## config.mk

```make
export PLATFORM = sky130hd
export DESIGN_NAME = fit_result_packer
export DESIGN_NICKNAME = d
export VERILOG_FILES = /design/src/rtl/fit_result_packer.sv
export SDC_FILE = /design/constraint.sdc
export NUM_CORES = 1
export LEC_CHECK = 0
export ABC_AREA = 1
export BUFFER_PORTS_ARGS = -buffer_cell sky130_fd_sc_hd__buf_4
export CAP_MARGIN = 10
export CORE_MARGIN = 1
export CORE_UTILIZATION = 56
export CTS_CLUSTER_DIAMETER = 200
export CTS_CLUSTER_SIZE = 24
export DETAILED_ROUTE_END_ITERATION = 6
export GPL_ROUTABILITY_DRIVEN = 0
export MAX_ROUTING_LAYER = met4
export PLACE_DENSITY = 0.85
export SETUP_SLACK_MARGIN = 0.2
export SLEW_MARGIN = 0
export SYNTH_ARGS = -nofsm -noshare
export SYNTH_HDL_FRONTEND = slang
export SYNTH_SLANG_ARGS = --single-unit
export TNS_END_PERCENT = 50
```

## constraint.sdc

```tcl
create_clock -name i_clock -period 15.15 [get_ports i_clock]
set_input_delay 0.7575 -clock i_clock [delete_from_list [all_inputs] [get_ports i_clock]]
set_output_delay 0.7575 -clock i_clock [all_outputs]
set_load 0.05 [all_outputs]
```

## src/rtl/fit_result_packer.sv

```systemverilog
// fit_result_packer
//   Captures track-fit results, applies a chi-sum cut, queues surviving
//   records in a small buffer and streams each one downstream as four
//   36-bit words. Word bits [35:34] carry the word index (0..3).
//
// Ports
//   i_clock            single clock, rising edge
//   i_reset            synchronous, active-low reset
//   i_fit_ready        one-cycle strobe; all result inputs valid this cycle
//   i_parameters       {phi, c, d}
//   i_chi1_in..3_in    unsigned chi components
//   i_hits1..5         SVX hits;  i_hits6  XFT hit
//   i_hitmap, i_lcmap  5-bit maps
//   i_fit_overflow, i_chi_overflow   fit status flags
//   i_chi_cut          chi-sum threshold (quasi-static)
//   i_out_full         downstream FIFO full
//   o_out_data         output word, qualified by o_out_wr
//   o_out_wr           write strobe to downstream FIFO
//   o_busy             buffer non-empty or a record is being emitted
//   o_n_written        records fully emitted (saturating)
//   o_n_chi_fail       records failing the chi cut (saturating)
//   o_n_lost           records lost to a full buffer (saturating)
//   o_lost_flag        sticky: at least one record lost
//
// The word layout assumes the default field widths.
module fit_result_packer #(
  parameter int PHIWIDTH     = 14,
  parameter int CWIDTH       = 10,
  parameter int DWIDTH       = 11,
  parameter int CHIWIDTH     = 15,
  parameter int HITBITS_SVX  = 8,
  parameter int HITBITS_XFT  = 13,
  parameter int DEPTH        = 4,
  parameter bit DROP_FAILED  = 1'b1
) (
  input  logic                               i_clock,
  input  logic                               i_reset,
  input  logic                               i_fit_ready,
  input  logic [PHIWIDTH+CWIDTH+DWIDTH-1:0]  i_parameters,
  input  logic [CHIWIDTH-1:0]                i_chi1_in,
  input  logic [CHIWIDTH-1:0]                i_chi2_in,
  input  logic [CHIWIDTH-1:0]                i_chi3_in,
  input  logic [HITBITS_SVX-1:0]             i_hits1,
  input  logic [HITBITS_SVX-1:0]             i_hits2,
  input  logic [HITBITS_SVX-1:0]             i_hits3,
  input  logic [HITBITS_SVX-1:0]             i_hits4,
  input  logic [HITBITS_SVX-1:0]             i_hits5,
  input  logic [HITBITS_XFT-1:0]             i_hits6,
  input  logic [4:0]                         i_hitmap,
  input  logic [4:0]                         i_lcmap,
  input  logic                               i_fit_overflow,
  input  logic                               i_chi_overflow,
  input  logic [CHIWIDTH+1:0]                i_chi_cut,
  input  logic                               i_out_full,
  output logic [35:0]                        o_out_data,
  output logic                               o_out_wr,
  output logic                               o_busy,
  output logic [15:0]                        o_n_written,
  output logic [15:0]                        o_n_chi_fail,
  output logic [15:0]                        o_n_lost,
  output logic                               o_lost_flag
);

  localparam int PW = PHIWIDTH + CWIDTH + DWIDTH;
  localparam int SW = CHIWIDTH + 2;
  localparam int AW = $clog2(DEPTH);

  typedef struct packed {
    logic [4:0]             hitmap;
    logic [4:0]             lcmap;
    logic                   fit_ov;
    logic                   chi_ov;
    logic                   fail;
    logic [SW-1:0]          chisum;
    logic [PW-1:0]          params;
    logic [HITBITS_XFT-1:0] hits6;
    logic [HITBITS_SVX-1:0] hits5;
    logic [HITBITS_SVX-1:0] hits4;
    logic [HITBITS_SVX-1:0] hits3;
    logic [HITBITS_SVX-1:0] hits2;
    logic [HITBITS_SVX-1:0] hits1;
  } rec_t;

  typedef enum logic [2:0] {S_IDLE, S_W0, S_W1, S_W2, S_W3} state_t;

  function automatic logic [15:0] sat_inc(input logic [15:0] v);
    return (v == 16'hFFFF) ? v : v + 16'd1;
  endfunction

  // ---------------- capture ----------------
  logic [SW-1:0] w_chisum;
  logic          w_fail;
  logic          w_keep;
  logic          w_full;
  logic          w_empty;
  logic          w_push;
  logic          w_lost;
  logic          w_pop;
  rec_t          w_rec;

  state_t        r_state;
  state_t        w_state_nxt;
  rec_t          r_buf [DEPTH];
  logic [AW-1:0] r_wr_ptr;
  logic [AW-1:0] r_rd_ptr;
  logic [AW:0]   r_count;
  rec_t          r_emit;
  logic [35:0]   r_last_data;
  logic [15:0]   r_n_written;
  logic [15:0]   r_n_chi_fail;
  logic [15:0]   r_n_lost;
  logic          r_lost_flag;
  logic          w_wr;
  logic [35:0]   w_word;

  assign w_chisum = {2'b00, i_chi1_in} + {2'b00, i_chi2_in} + {2'b00, i_chi3_in};
  assign w_fail   = (w_chisum > i_chi_cut);
  assign w_keep   = i_fit_ready && (!w_fail || (DROP_FAILED == 1'b0));
  // Full uses the pre-read occupancy: a same-cycle pop does not make room.
  assign w_full   = (r_count == (AW+1)'(DEPTH));
  assign w_empty  = (r_count == '0);
  assign w_push   = w_keep && !w_full;
  assign w_lost   = w_keep && w_full;

  // A record only leaves the buffer when its first word can actually go out
  // (IDLE with downstream ready, or chaining straight out of a W3 write), so
  // a stalled downstream leaves exactly DEPTH records of capacity.
  assign w_pop = ((r_state == S_IDLE) && !w_empty && !i_out_full) ||
                 ((r_state == S_W3) && w_wr && !w_empty);

  always_comb begin
    w_rec        = '0;
    w_rec.hitmap = i_hitmap;
    w_rec.lcmap  = i_lcmap;
    w_rec.fit_ov = i_fit_overflow;
    w_rec.chi_ov = i_chi_overflow;
    w_rec.fail   = w_fail;
    w_rec.chisum = w_chisum;
    w_rec.params = i_parameters;
    w_rec.hits6  = i_hits6;
    w_rec.hits5  = i_hits5;
    w_rec.hits4  = i_hits4;
    w_rec.hits3  = i_hits3;
    w_rec.hits2  = i_hits2;
    w_rec.hits1  = i_hits1;
  end

  // ---------------- record buffer ----------------
  always_ff @(posedge i_clock) begin
    if (w_push) r_buf[r_wr_ptr] <= w_rec;
  end

  always_ff @(posedge i_clock) begin
    if (!i_reset) begin
      r_wr_ptr <= '0;
      r_rd_ptr <= '0;
      r_count  <= '0;
    end else begin
      if (w_push) r_wr_ptr <= r_wr_ptr + AW'(1);
      if (w_pop)  r_rd_ptr <= r_rd_ptr + AW'(1);
      case ({w_push, w_pop})
        2'b10:   r_count <= r_count + (AW+1)'(1);
        2'b01:   r_count <= r_count - (AW+1)'(1);
        default: r_count <= r_count;
      endcase
    end
  end

  always_ff @(posedge i_clock) begin
    if (!i_reset)   r_emit <= '0;
    else if (w_pop) r_emit <= r_buf[r_rd_ptr];
  end

  // ---------------- emitter FSM ----------------
  always_ff @(posedge i_clock) begin
    if (!i_reset) r_state <= S_IDLE;
    else          r_state <= w_state_nxt;
  end

  always_comb begin
    w_state_nxt = r_state;
    case (r_state)
      S_IDLE: if (!w_empty && !i_out_full) w_state_nxt = S_W0;
      S_W0:   if (!i_out_full) w_state_nxt = S_W1;
      S_W1:   if (!i_out_full) w_state_nxt = S_W2;
      S_W2:   if (!i_out_full) w_state_nxt = S_W3;
      S_W3:   if (!i_out_full) w_state_nxt = w_empty ? S_IDLE : S_W0;
      default: w_state_nxt = S_IDLE;
    endcase
  end

  always_comb begin
    w_wr   = 1'b0;
    w_word = '0;
    case (r_state)
      S_W0: begin
        w_wr   = !i_out_full;
        w_word = {2'd0, r_emit.hitmap, r_emit.lcmap, r_emit.fit_ov,
                  r_emit.chi_ov, r_emit.fail, 4'b0000, r_emit.chisum};
      end
      S_W1: begin
        w_wr   = !i_out_full;
        w_word = {2'd1, r_emit.params[PW-1:DWIDTH], 10'b0};
      end
      S_W2: begin
        w_wr   = !i_out_full;
        w_word = {2'd2, 2'b00, r_emit.params[DWIDTH-1:0], r_emit.hits6, r_emit.hits5};
      end
      S_W3: begin
        w_wr   = !i_out_full;
        w_word = {2'd3, 2'b00, r_emit.hits4, r_emit.hits3, r_emit.hits2, r_emit.hits1};
      end
      default: ;
    endcase
  end

  // out_data keeps showing the last word written while the strobe is low.
  always_ff @(posedge i_clock) begin
    if (!i_reset)  r_last_data <= '0;
    else if (w_wr) r_last_data <= w_word;
  end

  // ---------------- statistics ----------------
  always_ff @(posedge i_clock) begin
    if (!i_reset) begin
      r_n_written  <= '0;
      r_n_chi_fail <= '0;
      r_n_lost     <= '0;
      r_lost_flag  <= 1'b0;
    end else begin
      if ((r_state == S_W3) && w_wr) r_n_written  <= sat_inc(r_n_written);
      if (i_fit_ready && w_fail)     r_n_chi_fail <= sat_inc(r_n_chi_fail);
      if (w_lost) begin
        r_n_lost    <= sat_inc(r_n_lost);
        r_lost_flag <= 1'b1;
      end
    end
  end

  assign o_out_wr     = w_wr;
  assign o_out_data   = w_wr ? w_word : r_last_data;
  assign o_busy       = (r_state != S_IDLE) || !w_empty;
  assign o_n_written  = r_n_written;
  assign o_n_chi_fail = r_n_chi_fail;
  assign o_n_lost     = r_n_lost;
  assign o_lost_flag  = r_lost_flag;

endmodule

```

* Yosys cells after proc, flatten, opt, wreduce, memory -nomap -nowiden
Memories as Yosys holds them, arrays and structs flattened. A register that Yosys moved wholly into a read port is not among the register bits.
Index checks and enable logic that the tools add are counted.
** Cells by class
- Add/sub/neg operators :: 9
- Multiply operators :: 0
- Divide/modulo/power cells :: 0
- Magnitude comparators :: 1
- Equal/unequal tests :: 15
- Shifts and indexed selects :: 0
- Mux-type cells :: 13
- Bitwise operators :: 3
- Reductions and logical operators :: 25
** Operator list (number)
- case mux 36 bit (4 select lines) :: 1
- adder 16 x 1 -> 16 bit (second input constant) :: 3
- == test 16 bit (second input constant) :: 3
- two-way mux 36 bit :: 1
- adder 16 x 15 -> 17 bit :: 1
- greater-than comparator 17 bit :: 1
- adder 15 x 15 -> 16 bit :: 1
- two-way mux 3 bit :: 5
- case mux 3 bit (5 select lines) :: 1
- logical AND 1 bit :: 9
- inequality test 2 bit (second input constant) :: 4
- == test 3 x 2 -> 1 bit (second input constant) :: 2
- == test 3 bit (second input constant) :: 2
- zero test 3 bit :: 2
- case mux 3 bit (2 select lines) :: 1
- AND reduction 2 bit :: 3
- zero test 1 bit :: 5
- AND reduction 5 bit :: 1
- adder 2 x 1 -> 2 bit (second input constant) :: 2
- two-way mux 1 bit :: 4
- OR reduction 4 bit :: 1
- adder 3 x 1 -> 3 bit (second input constant) :: 1
- == test 3 x 1 -> 1 bit (second input constant) :: 1
- inverter 1 bit :: 3
- 7 further kinds :: 8
** Word-level totals
- Flip-flop bits (word level) :: 95
- Latch bits :: 0
- Memory bits (writable) :: 472
- Bits in read-only memories :: 0
- Output and inout bits :: 87
- Memories :: 1
** Memory list
- r_buf :: words 4, bits a word 118, rd ports 1, clocked after memory_dff 1, write ports 1, RTL line 103 : rec_t r_buf [DEPTH];

* Depth between registers and ports, before layout
- Depth after elaboration :: 8
- Gate-level depth with buffers :: 27
- Gate-level depth less buffers :: 27

* Worst setup path after synthesis
No wires, ideal clock.
- Path kind :: input-to-reg
- Start :: in i_chi1_in[1]
- End :: mem r_buf[0][0] (netlist bit), enable pin
- Data arrival time :: 8764 ps
- Slack :: 5789 ps
- Stages :: 20
- Buffers on the path :: 0
- Path through :: fa_1 ha_1 fa_1 nand3_1 nand2_1 nand2_1 nand2_1 o21ai_0 o21bai_1 nand2_1 nand2_1 xor2_1 inv_1 ha_1 nand2_1 nor3_2 nand4_1 nand2_2 nand3b_2 nor2_1
** Between the ends
- Longest elaborated chain between the ends :: 8
** RTL lines
- start: declaration :: RTL line 40 : input logic [CHIWIDTH-1:0] i_chi1_in,
- adder 15 x 15 -> 16 bit :: RTL line 116 : assign w_chisum = {2'b00, i_chi1_in} + {2'b00, i_chi2_in} + {2'b00, i_chi3_in};
- adder 16 x 15 -> 17 bit :: RTL line 116
- net w_chisum[13] :: RTL line 91 : logic [SW-1:0] w_chisum;
- greater-than comparator 17 bit :: RTL line 117 : assign w_fail = (w_chisum > i_chi_cut);
- zero test 1 bit :: RTL line 118 : assign w_keep = i_fit_ready && (!w_fail || (DROP_FAILED == 1'b0));
- logical AND 1 bit :: RTL line 118
- logical AND 1 bit :: RTL line 122 : assign w_push = w_keep && !w_full;
- two-way mux 1 bit :: RTL line 150 : if (w_push) r_buf[r_wr_ptr] <= w_rec;
- two-way mux 1 bit (not written as such) :: RTL line 150
- end: declaration :: RTL line 103
The timed path passes the listed nets, and every way through them passes these cells.

* Final worst setup path
- Start :: in i_chi1_in[1]
- End :: mem r_buf[3][51] (netlist bit), enable pin
The elaborated chain is that of the path after synthesis.

==> results <==
- After synthesis the netlist holds a flip-flop and latch count of 685.
- The post-synthesis cell type count is 50.
- The power per standard cell area is 150 nW/µm².
- The clock tree synthesis step divided the H-tree into 2 levels.
- The layout has 3562 filler cells.
- The number of max-slew violations in the final report is 0.
- The remaining antenna violation count after routing is 0.
- In the routed layout, each cell is associated on average with a via count of 6.01.
- For this run, the leading register cell type out of synthesis is edfxtp_1.
- For this run, the top clock speed supported by timing is 0.144 GHz.
- The area added between synthesis and finish is 12.1%.
- The number of global-route vias before repair is 19700.
- For this run, design rule violations remaining after detail routing come to 0.
- Setup repair after global routing left no endpoint under its margin.
- Sorting the synthesized cells by how often they occur yields edfxtp_1 (472), nor2_1 (407), o21ai_0 (363).
- For the finished layout, the period the worst path requires is 6930 ps.
- Along the worst path, the maximum fanout reaches 62.
- The core box area is 49200 µm².
- The number of gates resized after CTS was 0.
- The clock tree from TritonCTS is yes.
- The number of cells on the worst reg-to-reg path is 6.
- The clock root buffer master is clkbuf_16.
- The post-route netlist has 13.0% of its cells at a drive strength greater than 1.
- The total of warnings raised by yosys is 0.
- The proportion of register bits with asynchronous set or reset after synthesis is 0%.
- The smallest hold slack is 386 ps.
- The total clock buffers created by CTS is 34.
- The endpoint required time on the critical path is 15330 ps.
- After the last flow step, the layout net total stands at 2967.
- The summed instance area of the synthesized netlist is 28000 µm².
- Prior to clock tree synthesis, the placed netlist has a worst setup slack of 7700 ps.
- The number of failing hold endpoints at the final stage is 0.
- The critical path endpoint category is a flip-flop.
- In this run the critical register-to-register path is launched from r_count[0]$_SDFFE_PN0P_.
- Entering global routing, the biggest net connects 168 pins.
- For the worst-skew pair, the clock arrives at the later sink with an insertion delay of 570 ps.
- The number of antenna violations at the first check in global routing is 8.
- The top cell type's share of synthesized area is 50.6%.
- Counting instances, the worst hold path has a depth of 1.
- Power comes to 4.70 mW.
- The worst register-to-register path has a setup slack of 11250 ps.
- The reported max-cap violation count is 0.
- In this run, synthesis inferred 472 flip-flops with an integrated enable.
- The flow ran to the end, and the final reports show no timing, DRC or antenna violations.
- The critical path goes through buf_4 > fa_1 > ha_1 > fa_1 > nand3_1 > nand2_1 > nand2_1 > nand2_1 > o21ai_0 > o21ai_0 > xnor2_1 > ha_1 > nand2_1 > o21ai_0 > a21oi_1 > nand2_2 > nand2_2 > nand3b_2 > nor2_4 > buf_4 > buf_4.
- The most numerous cell type found on the critical path is nand2_1.
- Counting every net in the synthesized netlist gives 2807.
- The average wire length per cell after detail routing is 20.7 µm.
- The global-route total usage across every layer is 28.5%.
- The die covers 50900 µm².
- Once routing completed, OpenROAD measured the worst setup slack at 8220 ps.
- The tree built by TritonCTS fans out to 685 sinks.
- The setup TNS is 0 ps.
- On the final layout, the worst clock skew is 21.4 ps.
- The library cell with the highest instance count after synthesis is edfxtp_1.
- The count of boundary I/O pins is 253.
- The worst-case clock buffer depth is 3.
- Clock-pin slew was measured on the worst setup and hold paths at 100 ps.
- The detailed router placed 20700 vias in this run.
- The first-pass detailed-route iteration total is 7.
- After detailed placement, the total cell area comes to 30300 µm².
- The peak ir drop on the vdd network is 79.0 µV.
- The final routed wirelength across all metal layers is 71.4 mm.
- The biggest area contributor in the post-synthesis netlist is edfxtp_1.
- Once the floorplan was initialized, standard cells occupied 57.0% of the core.
- The global-route wire length before repair is 108 mm.
- The worst setup path is launched from an input pin.
- The die boundary height is 226 µm.
- Counting every instance in the synthesized netlist gives 2585.
- On the worst path, the slowest cell contributes a delay of 960 ps.
- The first routing iteration left 2602 violations.
- The final setup violation count is 0.
- Buffers added to address setup during post-CTS repair amount to 0.
- Buffers placed on the I/O ports in this run total 252.
- The origin of the worst min-delay path is i_lcmap[3].
- The most critical setup path has its startpoint at i_chi1_in[1].
- The transition time of the tightest slew-check pin is 1200 ps.
- The final cycle utilization of the critical path is 45.7%.
- The critical path is of the input pin to flip-flop type.
- In this run the horizontal extent of the chip is 226 µm.
- The remaining global-route overflow is 0.
- The HPWL after detailed placement is 45.0 mm.
- The data arrival time of the critical path is 7110 ps.
- Among all stages on the critical path, the largest delay is contributed by nor2_4.
- The synthesized area per cell is 10.8 µm².
- By area the synthesized netlist is led by edfxtp_1 (51%), dfxtp_1 (15%), o21ai_0 (6.5%).
- Sequential elements use 65.8% of the synthesized area.
- The count of hold buffers inserted by post-cts repair is 0.
- The worst hold path class is input pin to flip-flop.
- Summing all non-filler instances in the final layout gives an area of 31400 µm².
- The relative slew slack is 20.0%.
- The analysis attributes to cell leakage a power of 11.4 nW.
- The number of placement rows is 81.
layout make-up:
class,count,area [µm²],share of cell area (%)
Clock buffer,61,1020,3.24
Antenna cell,8,20.0,0.0638
Inverter,200,761,2.42
Tap cell,664,831,2.65
Multi-Input combinational cell,1551,8240,26.3
Sequential cell,685,18400,58.8
Timing Repair Buffer,273,2050,6.53
Clock inverter,1,16.3,0.0518
placed cells by master, fill, tap and decap left out, types with 3 or more instances in the layout:
| master | netlist | layout |
|---|---|---|
| nand3_1 | 39 | 39 |
| o21ai_0 | 363 | 363 |
| nor2_4 | 3 | 7 |
| dfxtp_1 | 213 | 211 |
| inv_2 | 8 | 8 |
| inv_1 | 191 | 189 |
| fa_1 | 17 | 17 |
| nor3_1 | 16 | 16 |
| a211oi_1 | 3 | 3 |
| a221oi_1 | 18 | 18 |
| nand3b_1 | 3 | 3 |
| or2_2 | 4 | 4 |
| a21oi_1 | 139 | 139 |
| nand4_1 | 19 | 19 |
| buf_4 | 1 | 273 |
| ha_1 | 39 | 39 |
| edfxtp_1 | 472 | 472 |
| a21oi_2 | 10 | 10 |
| and2_1 | 20 | 20 |
| clkbuf_16 | 0 | 37 |
| nand2_2 | 6 | 6 |
| o221ai_1 | 5 | 5 |
| nor2_1 | 407 | 402 |
| diode_2 | 0 | 8 |
| o22ai_1 | 147 | 147 |
| xor2_1 | 17 | 17 |
| o21ai_1 | 45 | 45 |
| clkbuf_1 | 118 | 24 |
| xnor2_1 | 9 | 9 |
| nand2_1 | 189 | 189 |
| o21bai_1 | 13 | 13 |
power by group:
group	switching [mW]	internal [mW]	leakage [nW]
Sequential	0.116	2.33	6.04
Combinational	0.889	0.329	4.84
Clock	0.565	0.463	0.491
Total	1.57	3.13	11.4
critical path: cells and delay by family:
family                   cells  cell delay [ps]
buffers and inverters        3             1420
XOR/XNOR                     1              390
adder cells (fa/ha/maj)      4             1510
AO/OA/AOI/OAI                4              660
AND/OR/NAND/NOR              9             2240
layer usage:
| layer | global-route usage (%) | share of wire [%] | vias to the layer above |
|---|---|---|---|
| met3 | 5.98 | 10 | 170 |
| li1 | - | - | 9397 |
| met4 | 12.9 | 4.5 | 0 |
| met5 | - | 0 | - |
| met2 | 45.3 | 47 | 1157 |
| met1 | 35.1 | 38 | 9960 |
through the flow:
stage | util (%) | std cells
2_1_floorplan | - | 2585
3_3_place_gp | 61.7 | 3373
3_5_place_dp | 61.7 | 3373
4_1_cts | 63.8 | 3435
5_1_grt | 63.8 | 3443
6_report | 63.8 | 3443
path summary, 6_finish.rpt:
path,endpoint
setup / recovery,r_buf[3][51]$_DFFE_PP_
hold / removal,r_buf[3][111]$_DFFE_PP_
setup reg to reg,r_buf[3][51]$_DFFE_PP_
hold reg to reg,r_emit[78]$_SDFFE_PN0P_
sequential cells by signal, indices dropped and copies added, names as in the netlist:
| register | count |
|---|---|
| r_rd_ptr | 2 |
| r_buf | 472 |
| r_emit | 118 |
| r_wr_ptr | 2 |
| r_state | 3 |
| o_n_lost | 16 |
| o_lost_flag | 1 |
| o_n_chi_fail | 16 |
| r_count | 3 |
| r_last_data | 36 |
| o_n_written | 16 |
kinds of logic (layout without fill, tap and decap cells):
| group | count (synthesis) | count (layout) | synth area share [%] |
|---|---|---|---|
| compound gates | 749 | 749 | 14.7 |
| simple gates | 720 | 720 | 10.9 |
| flops | 685 | 685 | 65.8 |
| xor+xnor | 26 | 26 | 0.813 |
| fa+ha+maj | 56 | 56 | 2.96 |
| buf+inv | 349 | 535 | 4.85 |
| other cells | 0 | 8 | 0 |
No activity file was read; power rests on OpenSTA's default activity.
